===== src/rtl/fifo_uart_pkg.sv =====
// fifo_uart_pkg: shared state encoding and default sizing for the FIFO-fed UART transmitter
package fifo_uart_pkg;
  localparam int DEF_DATA_W = 8;
  localparam int DEF_CLKS_PER_BIT = 16;
  localparam logic [2:0] S_IDLE = 3'd0;
  localparam logic [2:0] S_FETCH = 3'd1;
  localparam logic [2:0] S_LATCH = 3'd2;
  localparam logic [2:0] S_START = 3'd3;
  localparam logic [2:0] S_DATA = 3'd4;
  localparam logic [2:0] S_STOP = 3'd5;
  typedef enum logic [2:0] {
    IDLE = S_IDLE, FETCH = S_FETCH, LATCH = S_LATCH,
    START = S_START, DATA = S_DATA, STOP = S_STOP
  } state_t;
endpackage


===== src/rtl/baud_tick_gen.sv =====
// baud_tick_gen: counts 0..CLKS_PER_BIT-1 and pulses tick on the last count of each bit
module baud_tick_gen #(
  parameter int CLKS_PER_BIT = 16
) (
  input  logic clk,
  input  logic rst,
  input  logic clr,
  output logic tick
);
  localparam int W = $clog2(CLKS_PER_BIT);
  logic [W-1:0] cnt_q, cnt_d;
  always_comb begin
    tick = cnt_q == W'(CLKS_PER_BIT - 1);
    cnt_d = (clr || tick) ? '0 : cnt_q + 1'b1;
  end
  always_ff @(posedge clk or posedge rst)
    if (rst) cnt_q <= '0;
    else cnt_q <= cnt_d;
endmodule


===== src/rtl/fifo_uart_tx.sv =====
// fifo_uart_tx: pops bytes from a show-ahead-less FIFO read port and sends them as 8N1-style frames
module fifo_uart_tx
  import fifo_uart_pkg::*;
#(
  parameter int CLKS_PER_BIT = DEF_CLKS_PER_BIT,
  parameter int DATA_W = DEF_DATA_W
) (
  input  logic              clk,
  input  logic              rst,
  input  logic              fifo_empty,
  input  logic [DATA_W-1:0] fifo_data,
  output logic              fifo_rd_en,
  output logic              tx,
  output logic              busy,
  output logic              done
);
  localparam int BW = $clog2(DATA_W + 1);
  state_t state_q, state_d;
  logic [DATA_W-1:0] shift_q, shift_d;
  logic [BW-1:0] bit_q, bit_d;
  logic tx_q, tx_d, tick, clr, last;
  baud_tick_gen #(.CLKS_PER_BIT(CLKS_PER_BIT)) u_baud (
    .clk(clk), .rst(rst), .clr(clr), .tick(tick)
  );
  always_comb begin
    clr = state_q inside {IDLE, FETCH, LATCH};
    last = bit_q == BW'(DATA_W - 1);
    state_d = state_q;
    case (state_q)
      IDLE:    if (!fifo_empty) state_d = FETCH;
      FETCH:   state_d = LATCH;
      LATCH:   state_d = START;
      START:   if (tick) state_d = DATA;
      DATA:    if (tick && last) state_d = STOP;
      STOP:    if (tick) state_d = fifo_empty ? IDLE : FETCH;
      default: state_d = IDLE;
    endcase
    shift_d = state_q == LATCH ? fifo_data : (state_q == DATA && tick) ? shift_q >> 1 : shift_q;
    bit_d = state_q == LATCH ? '0 : (state_q == DATA && tick) ? bit_q + 1'b1 : bit_q;
    // tx is registered from the next state so the line changes exactly at state boundaries
    tx_d = state_d == DATA ? shift_d[0] : state_d != START;
  end
  always_ff @(posedge clk or posedge rst)
    if (rst) begin
      state_q <= IDLE;
      shift_q <= '0;
      bit_q <= '0;
      tx_q <= 1'b1;
    end else begin
      state_q <= state_d;
      shift_q <= shift_d;
      bit_q <= bit_d;
      tx_q <= tx_d;
    end
  assign fifo_rd_en = state_q == FETCH;
  assign busy = state_q != IDLE;
  assign done = state_q == STOP && tick;
  assign tx = tx_q;
endmodule


===== config.mk =====
export PLATFORM = sky130hd
export DESIGN_NAME = fifo_uart_tx
export DESIGN_NICKNAME = d
export VERILOG_FILES = /design/src/rtl/fifo_uart_pkg.sv /design/src/rtl/baud_tick_gen.sv /design/src/rtl/fifo_uart_tx.sv
export SDC_FILE = /design/constraint.sdc
export NUM_CORES = 1
export LEC_CHECK = 0
export CAP_MARGIN = 30
export CORE_ASPECT_RATIO = 0.7
export CORE_MARGIN = 3
export CORE_UTILIZATION = 30
export DETAILED_ROUTE_END_ITERATION = 10
export GPL_TIMING_DRIVEN = 0
export HOLD_SLACK_MARGIN = 0.02
export PLACE_DENSITY_LB_ADDON = 0.15
export SLEW_MARGIN = 10
export SYNTH_ARGS = -nofsm -noshare
export SYNTH_HDL_FRONTEND = slang
export SYNTH_HIERARCHICAL = 1
export SYNTH_SLANG_ARGS = --single-unit

===== constraint.sdc =====
create_clock -name clk -period 3.25 [get_ports clk]
set_clock_uncertainty 0.2 [all_clocks]
set_input_delay 0.65 -clock clk [delete_from_list [all_inputs] [get_ports clk]]
set_output_delay 0.65 -clock clk [all_outputs]
set_load 0.02 [all_outputs]

==> results.txt <==
* Number of remaining DRC errors: 0
* # nets final: 126
- Overall global routing resource usage: 0.113
- Synth Instances: 94
- Worst Path Class, Setup: reg2out
- Total power for the finished layout comes to 529 uW.
* Global-route wire length before repair: 3280 um
- Count of final setup violators: 0
- TritonCTS clock tree: yes
- Hold-fix buffers, CTS: 0
- In this run the static leakage power is 0.000575 uW.
- Non-filler cells in the finished layout: 148
- Layout-stage area growth over the synthesis result: 26.2%
- Counting the buffers created by CTS gives 3.
* Path class of the lowest-slack min-delay path: reg2reg
* VDD IR-drop max: 0.294 mV
- For this run, the register share of the synthesized area comes to 0.512.
- Total of warnings raised by yosys: 6
- Summing over every cut layer, the via total after detailed routing is 728.
* Number of clock sinks: 20
* Number of fill cells: 295
* Cell Rows: 16
- The run finished with clean final reports.
- After clock tree synthesis, the repair step resized 0 gates.
* Type of destination of the critical path: output port
- After synthesis the cells add up to 980 um2.
- Crit path max fanout: 8
- For this configuration, the core starts out at a cell density of 0.331.
- The first TritonRoute pass finished after 4 iterations.
- Width of the chip: 74.3 um
- Placed cell count: 144
- Counting flops with an async set or reset pin after synthesis yields a share of 1.00.
- The share of synthesized area in the top cell type comes to 0.485.
- Slew at the pin with the worst max-slew slack: 0.601 ns
* Delay of the slowest critical-path stage: 0.61 ns
* Overflow after GRT: 0
- The initial antenna violation count came to 0.
- Capture instance of the worst register-to-register path: tx$_DFF_PP1_
* Achievable frequency: 360 MHz
- Max cap viols: 0
* Post-place setup slack: 0.769 ns
- DP Wirelength: 1460 um
- For flop-to-flop paths, the worst setup slack is 1.24 ns.
- Worst slew slack as a fraction of its limit: 0.599
- Quantity of I/O buffers inserted on ports: 14
* Beginning of the worst register-to-register path: u_baud/cnt_q[0]$_DFF_PP0_
- The worst hold path terminates at shift_q[5]$_DFFE_PP0P_.
- The congestion estimate from routability-driven global placement came to 0.733.
- Overall die height: 53.8 um
- Ratio of total power to cell area: 428 mW/mm2
- Of the available clock period, the critical path in the final layout requires 0.855.
- Die Outline Area: 0.00400 mm2
* Root cell of the clock tree: clkbuf_8
* Remaining number of nets flagged by the antenna check after routing: 0
* Ratio of routed vias to standard cells: 4.92
* Number of antenna diodes: 0
- In this run the mean area of a mapped cell was 10.4 um2.
- After synthesis the netlist holds a flip-flop and latch count of 20.
- EDFF count, synth: 0
- Post-detailed-routing wire length: 1940 um
* Data required, critical path: 2.40 ns
* Number of H-tree levels: 1
* Worst Reg-to-Reg Cells: 6
- Clock-pin slew was measured on the worst setup and hold paths at 0.08 ns.
- Tracing the worst setup path back leads to its startpoint at u_baud/cnt_q[0]$_DFF_PP0_.
- After detailed routing, the average wire length per cell comes to 13.1 um.
- Layout cell share with drive strength beyond 1: 0.125
- Vias in the first global route: 671
* RSZ-0062 raised after global routing: no
- Final worst path period need: 2.78 ns
- Cells on Worst Hold Path: 2
- The worst path meets setup with 0.472 ns of slack.
* Standard cell with the maximum stage delay on the critical path: clkdlybuf4s50_1
- The region available for standard cell placement spans 0.00296 mm2.
- Yosys cell types: 35
* Max Root-Sink Buffers: 2
- Entering global routing, the biggest net connects 17 pins.
- Sorting the synthesized cells by area gives the leading types as dfrtp_1 49%, nand2_1 4.6%, mux2i_1 4.1%, nor2_1 3.8%, dfstp_2 2.7%.
- For the worst setup path, the data arrival time is 1.93 ns.
- Net count after synthesis: 107
* Cells along the critical path: ha_1 > and3_4 > nand2_1 > nor2_1 > clkdlybuf4s50_1
* First DRT Iteration DRCs: 69
* Number of top-level pins: 15
* Hold Fails Final Rpt: 0
* Setup bufs post-CTS: 0
- Setup total negative slack on the finished layout was measured at 0 ns.
- Critical path launch point type: register
- WHS: 0.282 ns
* Slew Limit Fails: 0
- Summed over all instances, the cell type with the most area after synthesis is dfrtp_1.
- The later pin in the worst-skew pair is clocked with a latency of 0.26 ns.
- Primary FF master, synth: dfrtp_1
- The worst hold path begins at shift_q[5]$_DFFE_PP0P_.
## routing by layer
layer,GRT usage,up-vias,routed length [um]
li1,-,367,-
met1,0.166,343,994
met2,0.147,16,810
met3,0.0504,2,125
met4,0.0266,0,12
met5,0,-,0
## report_power, final
group / switching (uW) / leakage (uW) / internal [uW]
Combinational: 10.8 / 0.000307 / 15.3
Clock: 81.3 / 0.0000357 / 164
Sequential: 2.75 / 0.000232 / 254
## registers in the layout, indices dropped and copies added, names as in the netlist
signal,flops
u_baud/cnt_q,4
shift_q,8
tx,1
state_q,3
bit_q,4
## final cells by class
cell class / count / area (um2) / share of cell area
plain buffers: 4 / 27.5 / 0.0223
clock buffers: 3 / 41.3 / 0.0334
clock inverters: 1 / 30.0 / 0.0243
inverters: 7 / 26.3 / 0.0213
multi-input cells: 63 / 424 / 0.343
flip-flops and latches: 20 / 502 / 0.406
well taps: 36 / 45.0 / 0.0364
repair buffers: 14 / 140 / 0.113
## worst max-delay path, delay by kind of cell (launching register included)
family                     cells  cell delay, ns
adders and majority gates      1            0.22
buffers and inverters          1            0.61
DFF                            1            0.41
and+or+nand+nor                3            0.43
## worst max-delay path by stage
stage	endpoint	slack [ns]	cells past startpoint
floorplan	done	1.26	4
global placement	done	0.77	5
detailed placement	done	0.77	5
CTS	done	0.46	5
global route	done	0.35	5
finish	done	0.47	5
## kinds of logic (layout without fill, tap and decap cells)
| family | Yosys count | count (layout) | share of synthesized area |
|---|---|---|---|
| adder cells (fa/ha/maj) | 2 | 2 | 0.0255 |
| flip-flops | 20 | 20 | 0.512 |
| XOR/XNOR | 4 | 4 | 0.0358 |
| AO/OA/AOI/OAI | 19 | 19 | 0.151 |
| buffers and inverters | 11 | 29 | 0.0549 |
| multiplexers | 4 | 4 | 0.0409 |
| AND/OR/NAND/NOR | 34 | 34 | 0.180 |
## synth_stat cells (2+ instances only)
master / instances
a21oi_1: 2
a22oi_1: 3
a31oi_1: 2
buf_4: 3
dfrtp_1: 19
ha_1: 2
inv_1: 7
mux2i_1: 4
nand2_1: 12
nor2_1: 10
nor3_1: 3
o21ai_0: 2
xnor2_1: 3
## cell usage in the layout (no fill, tap or decap), types with 2 or more instances in the layout
cell and n:
mux2i_1 4, o21ai_0 2, ha_1 2, nand2_1 12
clkdlybuf4s50_1 14, xnor2_1 3, dfrtp_1 19, inv_1 7
a22oi_1 3, a21oi_1 2, a31oi_1 2, buf_4 3
clkbuf_8 3, nor2_1 10, nor3_1 3
## metrics by stage
step,cell area [um2],utilization
4_1_cts,1240,0.417
5_1_grt,1240,0.417
6_report,1240,0.417
2_1_floorplan,980,-
3_5_place_dp,1160,0.393
3_3_place_gp,1160,0.393
Note: power is estimated with default switching activity, not from simulation.
